File: src/rtl/led_matrix_scanner.sv
// Row-scan driver for the bicolour note-lane LED matrix with frame-synchronous shadow capture and a win animation.
// Optional macro LED_MATRIX_SCANNER_DIM_EN adds a frame-sampled 4-bit brightness input for PWM dimming.
module led_matrix_scanner #(
    parameter int ROWS         = 8,
    parameter int COLS         = 8,
    parameter int LANES        = 4,
    parameter int SCORE_W      = 8,
    parameter int WIN_SCORE    = 255,
    parameter int HIT_ROW      = 1,
    parameter int SCAN_DIV     = 1024,
    parameter int BLANK        = 2,
    parameter int BLINK_FRAMES = 16
) (
    input  logic                   clk,
    input  logic                   reset,
    input  logic [LANES*ROWS-1:0]  lane_bits,
    input  logic [SCORE_W-1:0]     score,
`ifdef LED_MATRIX_SCANNER_DIM_EN
    input  logic [3:0]             brightness,
`endif
    output logic [ROWS-1:0]        row_sel,
    output logic [COLS-1:0]        red_col,
    output logic [COLS-1:0]        green_col,
    output logic                   frame_start,
    output logic                   win_active
);
    localparam int DIV_W  = (SCAN_DIV > 1) ? $clog2(SCAN_DIV) : 1;
    localparam int ROW_W  = (ROWS > 1) ? $clog2(ROWS) : 1;
    localparam int BLK_W  = $clog2(BLINK_FRAMES + 1);
    localparam int STRIDE = COLS / LANES;

    localparam logic [SCORE_W-1:0] WIN_THR     = SCORE_W'(WIN_SCORE);
    localparam logic [DIV_W-1:0]   DIV_LAST    = DIV_W'(SCAN_DIV - 1);
    localparam logic [DIV_W-1:0]   BLANK_START = DIV_W'(SCAN_DIV - BLANK);
    localparam logic [ROW_W-1:0]   ROW_LAST    = ROW_W'(ROWS - 1);
    localparam logic [ROW_W-1:0]   HIT         = ROW_W'(HIT_ROW);
    localparam logic [BLK_W-1:0]   BLK_LAST    = BLK_W'(BLINK_FRAMES - 1);

    typedef enum logic {NORMAL, WIN} mode_t;

    mode_t                  mode, mode_nxt;
    logic [DIV_W-1:0]       div_cnt_p0;
    logic [ROW_W-1:0]       row_idx_p0;
    logic [LANES*ROWS-1:0]  shadow, shadow_nxt;
    logic                   phase, phase_nxt;
    logic [BLK_W-1:0]       blink_cnt, blink_nxt;
    logic                   boundary_p0, blank_p0;
    logic [ROWS-1:0]        row_sel_p0;
    logic [COLS-1:0]        red_p0, green_p0;
    logic [ROWS-1:0]        lane_col;

    // Stage p0: scan counters
    always_ff @(posedge clk) begin
        if (reset) begin
            div_cnt_p0 <= '0;
            row_idx_p0 <= '0;
        end else if (div_cnt_p0 == DIV_LAST) begin
            div_cnt_p0 <= '0;
            row_idx_p0 <= (row_idx_p0 == ROW_LAST) ? '0 : row_idx_p0 + 1'b1;
        end else begin
            div_cnt_p0 <= div_cnt_p0 + 1'b1;
        end
    end

    assign boundary_p0 = (row_idx_p0 == '0) && (div_cnt_p0 == '0);

`ifdef LED_MATRIX_SCANNER_DIM_EN
    logic [3:0]  bright, bright_nxt;
    logic [31:0] on_lim;

    assign bright_nxt = boundary_p0 ? brightness : bright;
    assign on_lim     = ((32'(bright_nxt) + 32'd1) * 32'(SCAN_DIV)) >> 4;
    assign blank_p0   = (div_cnt_p0 >= BLANK_START) || (32'(div_cnt_p0) >= on_lim);

    always_ff @(posedge clk) begin
        if (reset) bright <= '1;
        else       bright <= bright_nxt;
    end
`else
    assign blank_p0 = (div_cnt_p0 >= BLANK_START);
`endif

    always_ff @(posedge clk) begin
        if (reset) begin
            mode      <= NORMAL;
            shadow    <= '0;
            phase     <= 1'b0;
            blink_cnt <= '0;
        end else begin
            mode      <= mode_nxt;
            shadow    <= shadow_nxt;
            phase     <= phase_nxt;
            blink_cnt <= blink_nxt;
        end
    end

    always_comb begin
        mode_nxt   = mode;
        shadow_nxt = shadow;
        phase_nxt  = phase;
        blink_nxt  = blink_cnt;
        if (boundary_p0) begin
            shadow_nxt = lane_bits;
            case (mode)
                NORMAL:  if (score >= WIN_THR) mode_nxt = WIN;
                WIN:     if (score < WIN_THR)  mode_nxt = NORMAL;
                default: mode_nxt = NORMAL;
            endcase
            if (mode == WIN && mode_nxt == WIN) begin
                if (blink_cnt == BLK_LAST) begin
                    blink_nxt = '0;
                    phase_nxt = ~phase;
                end else begin
                    blink_nxt = blink_cnt + 1'b1;
                end
            end else begin
                blink_nxt = '0;
                phase_nxt = 1'b0;
            end
        end
    end

    // Render from the post-capture view so the first pixel of a frame already uses the freshly loaded data.
    always_comb begin
        row_sel_p0 = '0;
        red_p0     = '0;
        green_p0   = '0;
        lane_col   = '0;
        if (!blank_p0) begin
            row_sel_p0[row_idx_p0] = 1'b1;
            if (mode_nxt == WIN) begin
                for (int c = 0; c < COLS; c++) begin
                    if (row_idx_p0 == '0 || row_idx_p0 == ROW_LAST || c == 0 || c == COLS - 1)
                        green_p0[c] = 1'b1;
                    else
                        red_p0[c] = ~(row_idx_p0[0] ^ phase_nxt ^ (c % 2 == 1));
                end
            end else begin
                for (int i = 0; i < LANES; i++) begin
                    lane_col = shadow_nxt[i*ROWS +: ROWS];
                    if (row_idx_p0 == HIT)
                        green_p0[COLS-1-i*STRIDE] = lane_col[row_idx_p0];
                    else
                        red_p0[COLS-1-i*STRIDE] = lane_col[row_idx_p0];
                end
            end
        end
    end

    // Stage p1: registered matrix drive
    always_ff @(posedge clk) begin
        if (reset) begin
            row_sel     <= '0;
            red_col     <= '0;
            green_col   <= '0;
            frame_start <= 1'b0;
        end else begin
            row_sel     <= row_sel_p0;
            red_col     <= red_p0;
            green_col   <= green_p0;
            frame_start <= boundary_p0;
        end
    end

    assign win_active = (mode == WIN);

endmodule

File: config.mk
export PLATFORM = sky130hd
export DESIGN_NAME = led_matrix_scanner
export DESIGN_NICKNAME = d
export VERILOG_FILES = /design/src/rtl/led_matrix_scanner.sv
export SDC_FILE = /design/constraint.sdc
export NUM_CORES = 1
export LEC_CHECK = 0
export BUFFER_PORTS_ARGS = -buffer_cell sky130_fd_sc_hd__buf_2
export CAP_MARGIN = 10
export CORE_AREA = 3 3 92 94
export DETAILED_ROUTE_END_ITERATION = 10
export DIE_AREA = 0 0 95 97
export GPL_ROUTABILITY_DRIVEN = 0
export GPL_TIMING_DRIVEN = 0
export PLACE_DENSITY = 0.63
export RECOVER_POWER = 25
export SYNTH_ARGS = -nofsm -noshare
export SYNTH_HDL_FRONTEND = slang
export SYNTH_SLANG_ARGS = --single-unit
File: constraint.sdc
create_clock -name clk -period 3.7 [get_ports clk]
set_clock_uncertainty 0.15 [all_clocks]
set_input_delay 0.185 -clock clk [delete_from_list [all_inputs] [get_ports clk]]
set_output_delay 0.185 -clock clk [all_outputs]
set_load 0.1 [all_outputs]
==> out/metrics.yaml, run 1 <==
outcome:
  status: "finished, final reports clean"
cells_and_area:
  n_fill_cell: 724
  syn2layout_area_growth_pct: 32.2
  layout.cells.non_filler: 568
  utilization: 0.524
  drive_gt1_frac: 0.157
  fin_nets: 511
  antennaDiodeCount: 0
setup_path:
  crit_arrival_ns: 3.08
  path_max_fanout: 10
  worstSetupPathType: "flop to flop"
  required_ns: 3.82
  r2r_cells: 8
  startpoint_type: "flop"
  end_kind: "flop"
clock_network:
  cts-resized-gates: 0
  post_cts_buffers: 0
  clock_sinks: 72
  clk_pin_slew_ns: 0.08
  cts_tree: "yes"
  clk_latency_ns: 0.35
  cts_hold_buf: 30
  numCtsBuffers: 9
  clock_path_buffers: 2
  htreeDepth: 3
  cts_root_buf: "clkbuf_8"
synthesis:
  yosysWarningCount: 0
  syn_area_um2: 3060
  syn_nets: 405
  synthTopCellsByArea: "dfxtp_1, nand2_1, a21oi_1"
  yosysTopAreaCellShare: 0.471
  syn_inst: 355
  synth_seq_cells: 72
  seq_area_frac_synth: 0.471
  synth_top_area_cell: "dfxtp_1"
  syn_avg_cell_area_um2: 8.63
  synthDistinctLibCells: 42
global_routing:
  track_usage: 0.175
  antenna_found_initial: 0
  grt_pass1_vias: 2693
  grt_pass1_wl_um: 12600
  grt_max_degree: 13
  overflow: 0
routing:
  vias_per_cell: 4.97
  vias: 2822
  route.detailed.drc: 0
  drt-pass1-iter-count: 5
  drt-initial-drc-count: 175
  wl_per_cell_um: 13.3
  ant_nets: 0
  drt_wl_total_um: 7580
pwr:
  seq_power_share: 0.435
  clock_power_share: 0.420
  intPower_mw: 1.44
  p_comb_frac: 0.145
  power_density_nw_per_um2: 475
  power_switching_share: 0.250
  p_switching_uw: 481
  p_total_mw: 1.92
  ir_worst_vdd_mv: 0.231
  leakagePower_nw: 1.75
die:
  row_count: 32
  start_util: 0.396
  core_um2: 7730
  die_w_um: 95
  die_area_um2: 9220
  die_y_um: 97
  num_io_pins: 68
timing:
  setup_violations: 0
  rsz0062_at_grt: "false"
  post-route-period-util: 0.799
  tns_ns: 0
  fmax_mhz: 338
  max_slew.worst_pin.slew_ns: 1.18
  drv_slew: 0
  fin_crit_ns: 2.96
  maxSlewHeadroom: 0.218
  hold_viol: 0
placement:
  placed_cells: 522
  numPortBuffers: 65
  dp_hpwl_um: 5510
min_path:
  min_path_cells: 3
  hp-class: "input port to flop"
flow_run:
  maxCapViolations: 0
[state kept, by name, summed over array words and instances (netlist names)]
signal / count
row_sel: 8
frame_start: 1
blink_cnt: 5
win_active: 1
shadow: 32
div_cnt_p0: 10
phase: 1
red_col: 5
row_idx_p0: 3
green_col: 6
[power groups by stage]
stage	combinational [mW]	sequential (mW)	clock [mW]
CTS	0.281	0.837	0.826
global route	0.307	0.842	0.859
global placement	0.254	0.854	0
finish	0.279	0.837	0.808
detailed placement	0.256	0.855	0
floorplan	0.144	0.895	0
[layout make-up]
| class | count | area, µm² | area share |
|---|---|---|---|
| multi-input cells | 247 | 1450 | 0.359 |
| plain buffers | 23 | 120 | 0.0297 |
| flip-flops and latches | 72 | 1440 | 0.356 |
| repair buffers | 95 | 599 | 0.148 |
| well taps | 102 | 128 | 0.0315 |
| inverters | 13 | 48.8 | 0.0120 |
| clock buffers | 11 | 131 | 0.0324 |
| clock inverters | 5 | 129 | 0.0318 |
[final timing paths]
path | startpoint | endpoint | slack, ns
max | row_idx_p0[0] | shadow[21] | 0.74
min | lane_bits[10] | shadow[10] | 0.006
max reg2reg | row_idx_p0[0] | shadow[21] | 0.74
min reg2reg | shadow[25] | shadow[25] | 0.30
[through the flow]
stage | hold WS (ns) | instance area (µm²) | worst slack [ns]
finish | 0.00562 | 4050 | 0.744
global route | 0.00331 | 4050 | 0.538
CTS | 0.0000663 | 4080 | 0.733
detailed placement | 0.284 | 3520 | 0.756
global placement | 0.277 | 3520 | 0.804
floorplan | 0.171 | 3060 | 1.32
[layout by cell type (no fill, tap or decap), types with 3 or more instances in the layout]
cell type      count
a21o_1             4
a21oi_1           30
a22oi_1            3
a32o_1             3
and3_1             8
buf_2             44
buf_4              7
bufinv_16          4
clkbuf_1          38
clkbuf_8           9
dfxtp_1           72
dlygate4sd3_1     30
ha_1               8
inv_1             13
mux2_2             4
mux2i_1           13
nand2_1           55
nand2b_1           3
nand3_1           12
nand4_1            7
nor2_1            38
nor2b_1            3
nor3_1             9
nor3b_1            3
nor4_1             7
o22ai_1            5
xnor2_1            6
xor2_1             5
[kinds of logic (layout without fill, tap and decap cells)]
kind of cell	count (synthesis)	in the layout	share of synthesized area
XOR/XNOR	11	11	0.0315
other	1	1	0.00122
flip-flops	72	72	0.471
buffers and inverters	36	147	0.0551
AO/OA/AOI/OAI	55	55	0.112
multiplexers	17	17	0.0572
AND/OR/NAND/NOR	155	155	0.240
adder cells (fa/ha/maj)	8	8	0.0327
[Yosys cell counts]
cell type,count
o22a_1,2
inv_1,13
mux2_2,4
conb_1,1
and4bb_2,1
nor3_1,9
nand2_1,55
o21ai_0,2
and2_1,2
a211oi_1,1
or4_1,1
nor2_1,38
nor4_2,1
nand4_1,7
and4_1,1
nor2b_1,3
a21oi_1,30
and3b_1,1
nand3_1,12
or3_1,1
nand4b_1,1
xnor2_1,6
mux2i_1,13
nor4_1,7
a22oi_1,3
o22ai_1,5
a31oi_1,1
buf_6,1
ha_1,8
and3_1,8
o21bai_1,1
clkbuf_1,15
a21o_1,4
dfxtp_1,72
a2bb2oi_1,1
nand2b_1,3
a32o_1,3
o211a_1,2
or2_2,1
nor3b_1,3
xor2_1,5
buf_4,7
[critical path: stages, from the launching register on]
cell and delay [ns]:
dfxtp_1 0.52, inv_1 0.21, ha_1 0.27, and4bb_2 0.26, nand3_1 0.33, clkbuf_1 0.46, clkbuf_1 0.42, nand2_1 0.10
a21oi_1 0.16
[layer usage]
layer  up-vias  part of all wire  global-route usage
met5         -                 0                   0
met4         0             0.023              0.0755
met3        16             0.061              0.0342
met2        97              0.46               0.283
met1      1287              0.45               0.224
li1       1422                 -                   -
(Power assumes the default switching activity.)
==> inputs of run 2 (changes only) <==
- clock period: 3.7 -> 3 ns (I/O delays scaled with it)
==> run 2 against run 1 <==
  * First-iteration DRC count decreased by 12%
  * Design area is 0.37% higher
  * Critical path depth grew 1
  * Total power is 23% higher
  * Worst hold slack improved by 0.013 ns
  * Die area stayed put
  * Flip-flop and latch count unchanged
  * Core utilization rose by 0.19 points
  * Combinational power increased by 24%
  * Clock power is 23% higher
  * Via count is the same
  * Largest power group unchanged
==> out/metrics.yaml, run 2 (synthesis results as in run 1) <==
outcome:
  status: "finished, final reports clean"  # unchanged
timing:
  post-route-period-util: 0.933  # was 0.799
  maxSlewHeadroom: 0.218  # about the same
  fin_crit_ns: 2.80  # was 2.96 ns
  max_slew.worst_pin.slew_ns: 1.18  # about the same
  fmax_mhz: 357  # was 338 MHz
  rsz0062_at_grt: "false"  # unchanged
  setup_violations: 0  # unchanged
  fin_ws_ns: 0.202  # was 0.744 ns
  hold_viol: 0  # unchanged
  tns_ns: 0  # unchanged
  drv_slew: 0  # unchanged
die:
  die_area_um2: 9220  # unchanged
  row_count: 32  # unchanged
  num_io_pins: 68  # unchanged
  die_w_um: 95  # unchanged
  die_y_um: 97  # unchanged
  start_util: 0.396  # unchanged
  core_um2: 7730  # unchanged
setup_path:
  crit_path_frequent_cell: "and3_1"  # was clkbuf_1
  slowest_stage: "dfxtp_1"  # unchanged
  path_max_fanout: 10  # unchanged
  required_ns: 3.09  # was 3.82 ns
  r2r_setup_slack_ns: 0.20  # was 0.74 ns
  worstSetupPathType: "flop to flop"  # unchanged
  end_kind: "flop"  # unchanged
  path_cells: "inv_1 > ha_1 > and4bb_2 > and3_1 > buf_6 > mux2i_1 > a22oi_1 > and3_1 > a32o_1"  # was inv_1 > ha_1 > and4bb_2 > nand3_1 > clkbuf_1 > clkbuf_1 > nand2_1 > a21oi_1
  critPathMaxStageDelay_ns: 0.53  # was 0.52 ns
  startpoint_type: "flop"  # unchanged
  crit_arrival_ns: 2.88  # was 3.08 ns
cells_and_area:
  fin_nets: 512  # was 511
  final_cell_mix: "dfxtp_1, nand2_1, buf_2"  # unchanged
  syn2layout_area_growth_pct: 32.7  # was 32.2%
  top_register: "shadow"  # unchanged
  largest_reg_flops: 32  # unchanged
  antennaDiodeCount: 0  # unchanged
  largestRegisters: "shadow (32), div_cnt_p0 (10), row_sel (8)"  # unchanged
  n_fill_cell: 723  # was 724
  layout.cells.non_filler: 569  # was 568
  drive_gt1_frac: 0.158  # was 0.157
  final_common_cell: "dfxtp_1"  # unchanged
global_routing:
  overflow: 0  # unchanged
  grt_pass1_vias: 2703  # was 2,693
  track_usage: 0.176  # was 0.175
  grt_pass1_wl_um: 12700  # was 12,600 µm
  antenna_found_initial: 0  # unchanged
  grt_max_degree: 13  # unchanged
pwr:
  leakagePower_nw: 1.75  # about the same
  power_density_nw_per_um2: 584  # was 475 nW/µm²
  p_total_mw: 2.38  # was 1.92 mW
  ir_worst_vdd_mv: 0.285  # was 0.231 mV
min_path:
  hp-class: "input port to flop"  # unchanged
routing:
  route.detailed.drc: 0  # unchanged
  drt-initial-drc-count: 154  # was 175
  vias: 2822  # unchanged
  wl_per_cell_um: 13.4  # was 13.3 µm
  vias_per_cell: 4.96  # was 4.97
  drt_wl_total_um: 7610  # was 7580 µm
  drt-pass1-iter-count: 6  # was 5
  ant_nets: 0  # unchanged
flow_run:
  maxCapViolations: 0  # unchanged
clock_network:
  cts_root_buf: "clkbuf_8"  # unchanged
  htreeDepth: 3  # unchanged
  numCtsBuffers: 9  # unchanged
  cts_tree: "yes"  # unchanged
  post_cts_buffers: 0  # unchanged
  clk_latency_ns: 0.35  # about the same
  clock_path_buffers: 2  # unchanged
  clock_sinks: 72  # unchanged
  clk_pin_slew_ns: 0.08  # about the same
placement:
  dp_hpwl_um: 5510  # unchanged
  numPortBuffers: 65  # unchanged
  place_ws_ns: 0.0558  # was 0.756 ns
  placed_cells: 522  # unchanged
[run 2: cell types whose count changed in the layout (fill, tap and decap cells not counted)]
cell           delta
clkbuf_2          +1
dlygate4sd3_1     +1
nand3_2           +1
buf_2             -1
nand3_1           -1
[run 2: final timing paths]
check                                    from         end  depth (start not counted)
worst max register to register  row_idx_p0[0]  red_col[3]                          9
worst min register to register     shadow[25]  shadow[25]                          2
worst min-delay path             lane_bits[2]   shadow[2]                          3
worst max-delay path            row_idx_p0[0]  red_col[3]                          9
[run 2: final cells by class]
type | count | area (µm²) | share of cell area
plain buffers | 23 | 121 | 0.0299
clock buffers | 11 | 131 | 0.0323
clock inverters | 5 | 129 | 0.0317
multi-input cells | 247 | 1460 | 0.359
inverters | 13 | 48.8 | 0.0120
well taps | 102 | 128 | 0.0314
flip-flops and latches | 72 | 1440 | 0.355
repair buffers | 96 | 608 | 0.150
[run 2: power by group]
group / internal, mW / total [mW] / switching (mW)
Combinational: 0.134 / 0.347 / 0.213
Sequential: 1.01 / 1.03 / 0.0245
Clock: 0.639 / 0.996 / 0.357
[run 2: through the flow]
| step | hold WS (ns) | util | instance area [µm²] |
|---|---|---|---|
| final | 0.0189 | 0.526 | 4070 |
| after global routing | 0.0470 | 0.526 | 4070 |
| after CTS | 0.0132 | 0.529 | 4090 |
| after detailed placement | 0.249 | 0.455 | 3520 |
| after global placement | 0.242 | 0.455 | 3520 |
| after floorplan | 0.136 | - | 3060 |
[run 2: repair_timing]
| item | CTS | global route |
|---|---|---|
| gates resized for setup | 0 | 3 |
| endpoints found under the setup margin | 0 | 12 |
| endpoints found under the hold margin | 31 | 0 |
| hold buffers | 31 | 0 |
[run 2: worst max-delay path, delay by kind of cell (launching register included)]
kind,cells,cell delay [ns]
adders and majority gates,1,0.27
DFF,1,0.53
muxes,1,0.26
and+or+nand+nor,3,0.74
buffers and inverters,2,0.37
AOI/OAI and AO/OA,2,0.37
[run 2: layer usage]
metal / track usage / up-vias / share of wire
met5: 0 / - / 0
met4: 0.0755 / 0 / 0.024
met3: 0.0342 / 14 / 0.053
met2: 0.285 / 93 / 0.47
met1: 0.224 / 1291 / 0.46
li1: - / 1424 / -
==> inputs of run 3 (changes only) <==
--- a/config.mk
+++ b/config.mk
@@ -9,8 +9,7 @@
 export CAP_MARGIN = 10
-export CORE_AREA = 3 3 92 94
+export CORE_AREA = 2 2 91 93
 export DETAILED_ROUTE_END_ITERATION = 10
-export DIE_AREA = 0 0 95 97
+export DIE_AREA = 0 0 93 95
 export GPL_ROUTABILITY_DRIVEN = 0
 export GPL_TIMING_DRIVEN = 0
-export PLACE_DENSITY = 0.63
 export RECOVER_POWER = 25
==> constraint.sdc (replaced) <==
create_clock -name clk -period 3 [get_ports clk]
set_clock_uncertainty 0.15 [all_clocks]
set_input_delay 0.3 -clock clk [delete_from_list [all_inputs] [get_ports clk]]
set_output_delay 0.3 -clock clk [all_outputs]
set_load 0.1 [all_outputs]
==> run 3 against run 2 <==
  * Register-to-register slack improved by 0.09 ns
  * Largest power group unchanged
  * Highest routed layer unchanged
  * Via count down 5.1%
  * Combinational power fell by 8.4%
  * Critical path depth shrank 1
  * Sequential share of layout area grew 3.3 points
  * Count of clock-buffer cells in the layout unchanged
  * Worst setup slack gained 0.092 ns
  * Clock power fell by 15%
==> out/metrics.yaml, run 3 (synthesis results as in run 1) <==
cells_and_area:
  drive_gt1_frac: 0.177  # was 0.158
  top_register: "shadow"  # unchanged
  syn2layout_area_growth_pct: 21.5  # was 32.7%
  largest_reg_flops: 32  # unchanged
  final_cell_mix: "dfxtp_1, nand2_1, buf_2"  # unchanged
  largestRegisters: "shadow (32), div_cnt_p0 (10), row_sel (8)"  # unchanged
  n_fill_cell: 837  # was 723
  final_common_cell: "dfxtp_1"  # unchanged
  antennaDiodeCount: 0  # unchanged
  fin_nets: 481  # was 512
routing:
  vias: 2678  # was 2,822
  route.detailed.drc: 0  # unchanged
  drt-initial-drc-count: 92  # was 154
  drt-pass1-iter-count: 4  # was 6
  ant_nets: 0  # unchanged
  vias_per_cell: 4.95  # was 4.96
  wl_per_cell_um: 13.8  # was 13.4 µm
  drt_wl_total_um: 7440  # was 7610 µm
setup_path:
  path_cells: "inv_1 > ha_1 > and4bb_2 > nand3_2 > mux2_2 > a211oi_1 > nand4_1 > a21o_1"  # was inv_1 > ha_1 > and4bb_2 > and3_1 > buf_6 > mux2i_1 > a22oi_1 > and3_1 > a32o_1
  slowest_stage: "dfxtp_1"  # unchanged
  end_kind: "flop"  # unchanged
  worstSetupPathType: "flop to flop"  # unchanged
  required_ns: 3.09  # about the same
  crit_arrival_ns: 2.79  # was 2.88 ns
  critPathMaxStageDelay_ns: 0.50  # was 0.53 ns
  startpoint_type: "flop"  # unchanged
  path_max_fanout: 9  # was 10
timing:
  post-route-period-util: 0.902  # was 0.933
  hold_viol: 0  # unchanged
  setup_violations: 0  # unchanged
  fmax_mhz: 370  # was 357 MHz
  drv_slew: 0  # unchanged
  maxSlewHeadroom: 0.224  # was 0.218
  worst_hold_slack_ns: 0.0391  # was 0.0189 ns
  max_slew.worst_pin.slew_ns: 1.17  # was 1.18 ns
  fin_crit_ns: 2.71  # was 2.80 ns
  tns_ns: 0  # unchanged
  rsz0062_at_grt: "false"  # unchanged
pwr:
  power_density_nw_per_um2: 590  # was 584 nW/µm²
  p_total_mw: 2.20  # was 2.38 mW
  ir_worst_vdd_mv: 0.276  # was 0.285 mV
  leakagePower_nw: 1.61  # was 1.75 nW
clock_network:
  cts_root_buf: "clkbuf_8"  # unchanged
  clk_latency_ns: 0.34  # was 0.35 ns
  clock_sinks: 72  # unchanged
  cts_hold_buf: 0  # was 31
  numCtsBuffers: 9  # unchanged
  cts_tree: "yes"  # unchanged
  post_cts_buffers: 0  # unchanged
  clk_pin_slew_ns: 0.07  # was 0.08 ns
  htreeDepth: 3  # unchanged
  clock_path_buffers: 2  # unchanged
global_routing:
  grt_pass1_wl_um: 12000  # was 12,700 µm
  grt_pass1_vias: 2575  # was 2,703
  grt_max_degree: 13  # unchanged
  track_usage: 0.177  # was 0.176
  antenna_found_initial: 0  # unchanged
  overflow: 0  # unchanged
die:
  num_io_pins: 68  # unchanged
  die_y_um: 95  # was 97 µm
  core_um2: 7930  # was 7730 µm²
  die_area_um2: 8840  # was 9220 µm²
  row_count: 33  # was 32
  die_w_um: 93  # was 95 µm
  start_util: 0.386  # was 0.396
min_path:
  hp-class: "input port to flop"  # unchanged
flow_run:
  maxCapViolations: 0  # unchanged
outcome:
  status: "finished, final reports clean"  # unchanged
placement:
  dp_hpwl_um: 5450  # was 5510 µm
  numPortBuffers: 65  # unchanged
-- run 3: changes by cell type in the layout (fill, tap and decap cells not counted), sizes merged --
| cell | delta |
|---|---|
| clkinvlp | +2 |
| clkbuf | -2 |
| buf | +2 |
| bufinv | -2 |
| dlygate4sd3 | -31 |
-- run 3: area by class of cell --
cell class,instances,area [µm²],area share
clock buffer,11,141,0.0380
inverter,13,48.8,0.0131
timing repair buffer,65,300,0.0807
multi-input combinational,247,1460,0.392
buffer,23,121,0.0326
clock inverter,5,80.1,0.0215
tap,105,131,0.0353
sequential,72,1440,0.387
-- run 3: report_power, final --
| part | leakage [nW] | internal (mW) | switching, mW | total [mW] |
|---|---|---|---|---|
| clock network | 0.106 | 0.490 | 0.357 | 0.847 |
| logic | 0.917 | 0.108 | 0.210 | 0.318 |
| registers | 0.588 | 1.01 | 0.0237 | 1.03 |
| total | 1.61 | 1.61 | 0.591 | 2.20 |
-- run 3: what timing repair did --
item / 4_1_cts / 5_1_grt
endpoints found under the hold margin: 0 / 0
resized for setup: 0 / 3
setup endpoints to repair: 0 / 12
-- run 3: routing by layer --
layer	up-vias	wire, µm	GRT usage
li1	1363	-	-
met1	1208	3490	0.221
met2	93	3360	0.283
met3	14	422	0.0471
met4	0	175	0.0870
met5	-	0	0
-- run 3: worst max-delay path: cells and delay by family, from the launching register on --
kind / cells / cell delay, ns
AND/OR/NAND/NOR: 3 / 0.64
flip-flops: 1 / 0.50
adder cells (fa/ha/maj): 1 / 0.26
buffers and inverters: 1 / 0.21
AO/OA/AOI/OAI: 2 / 0.48
multiplexers: 1 / 0.37
-- run 3: final timing paths --
kind	start	end	slack [ns]	depth (start not counted)
min reg2reg	shadow[24]	shadow[24]	0.31	2
max reg2reg	row_idx_p0[0]	green_col[7]	0.29	8
min	lane_bits[15]	shadow[15]	0.04	3
max	row_idx_p0[0]	green_col[7]	0.29	8
-- run 3: per-stage QoR --
step | setup WS, ns | utilization | cells | instance area [µm²]
floorplan | 0.616 | - | 355 | 3060
global placement | 0.146 | 0.444 | 525 | 3520
detailed placement | 0.124 | 0.444 | 525 | 3520
CTS | 0.117 | 0.472 | 541 | 3740
global route | 0.0756 | 0.470 | 541 | 3720
finish | 0.294 | 0.470 | 541 | 3720
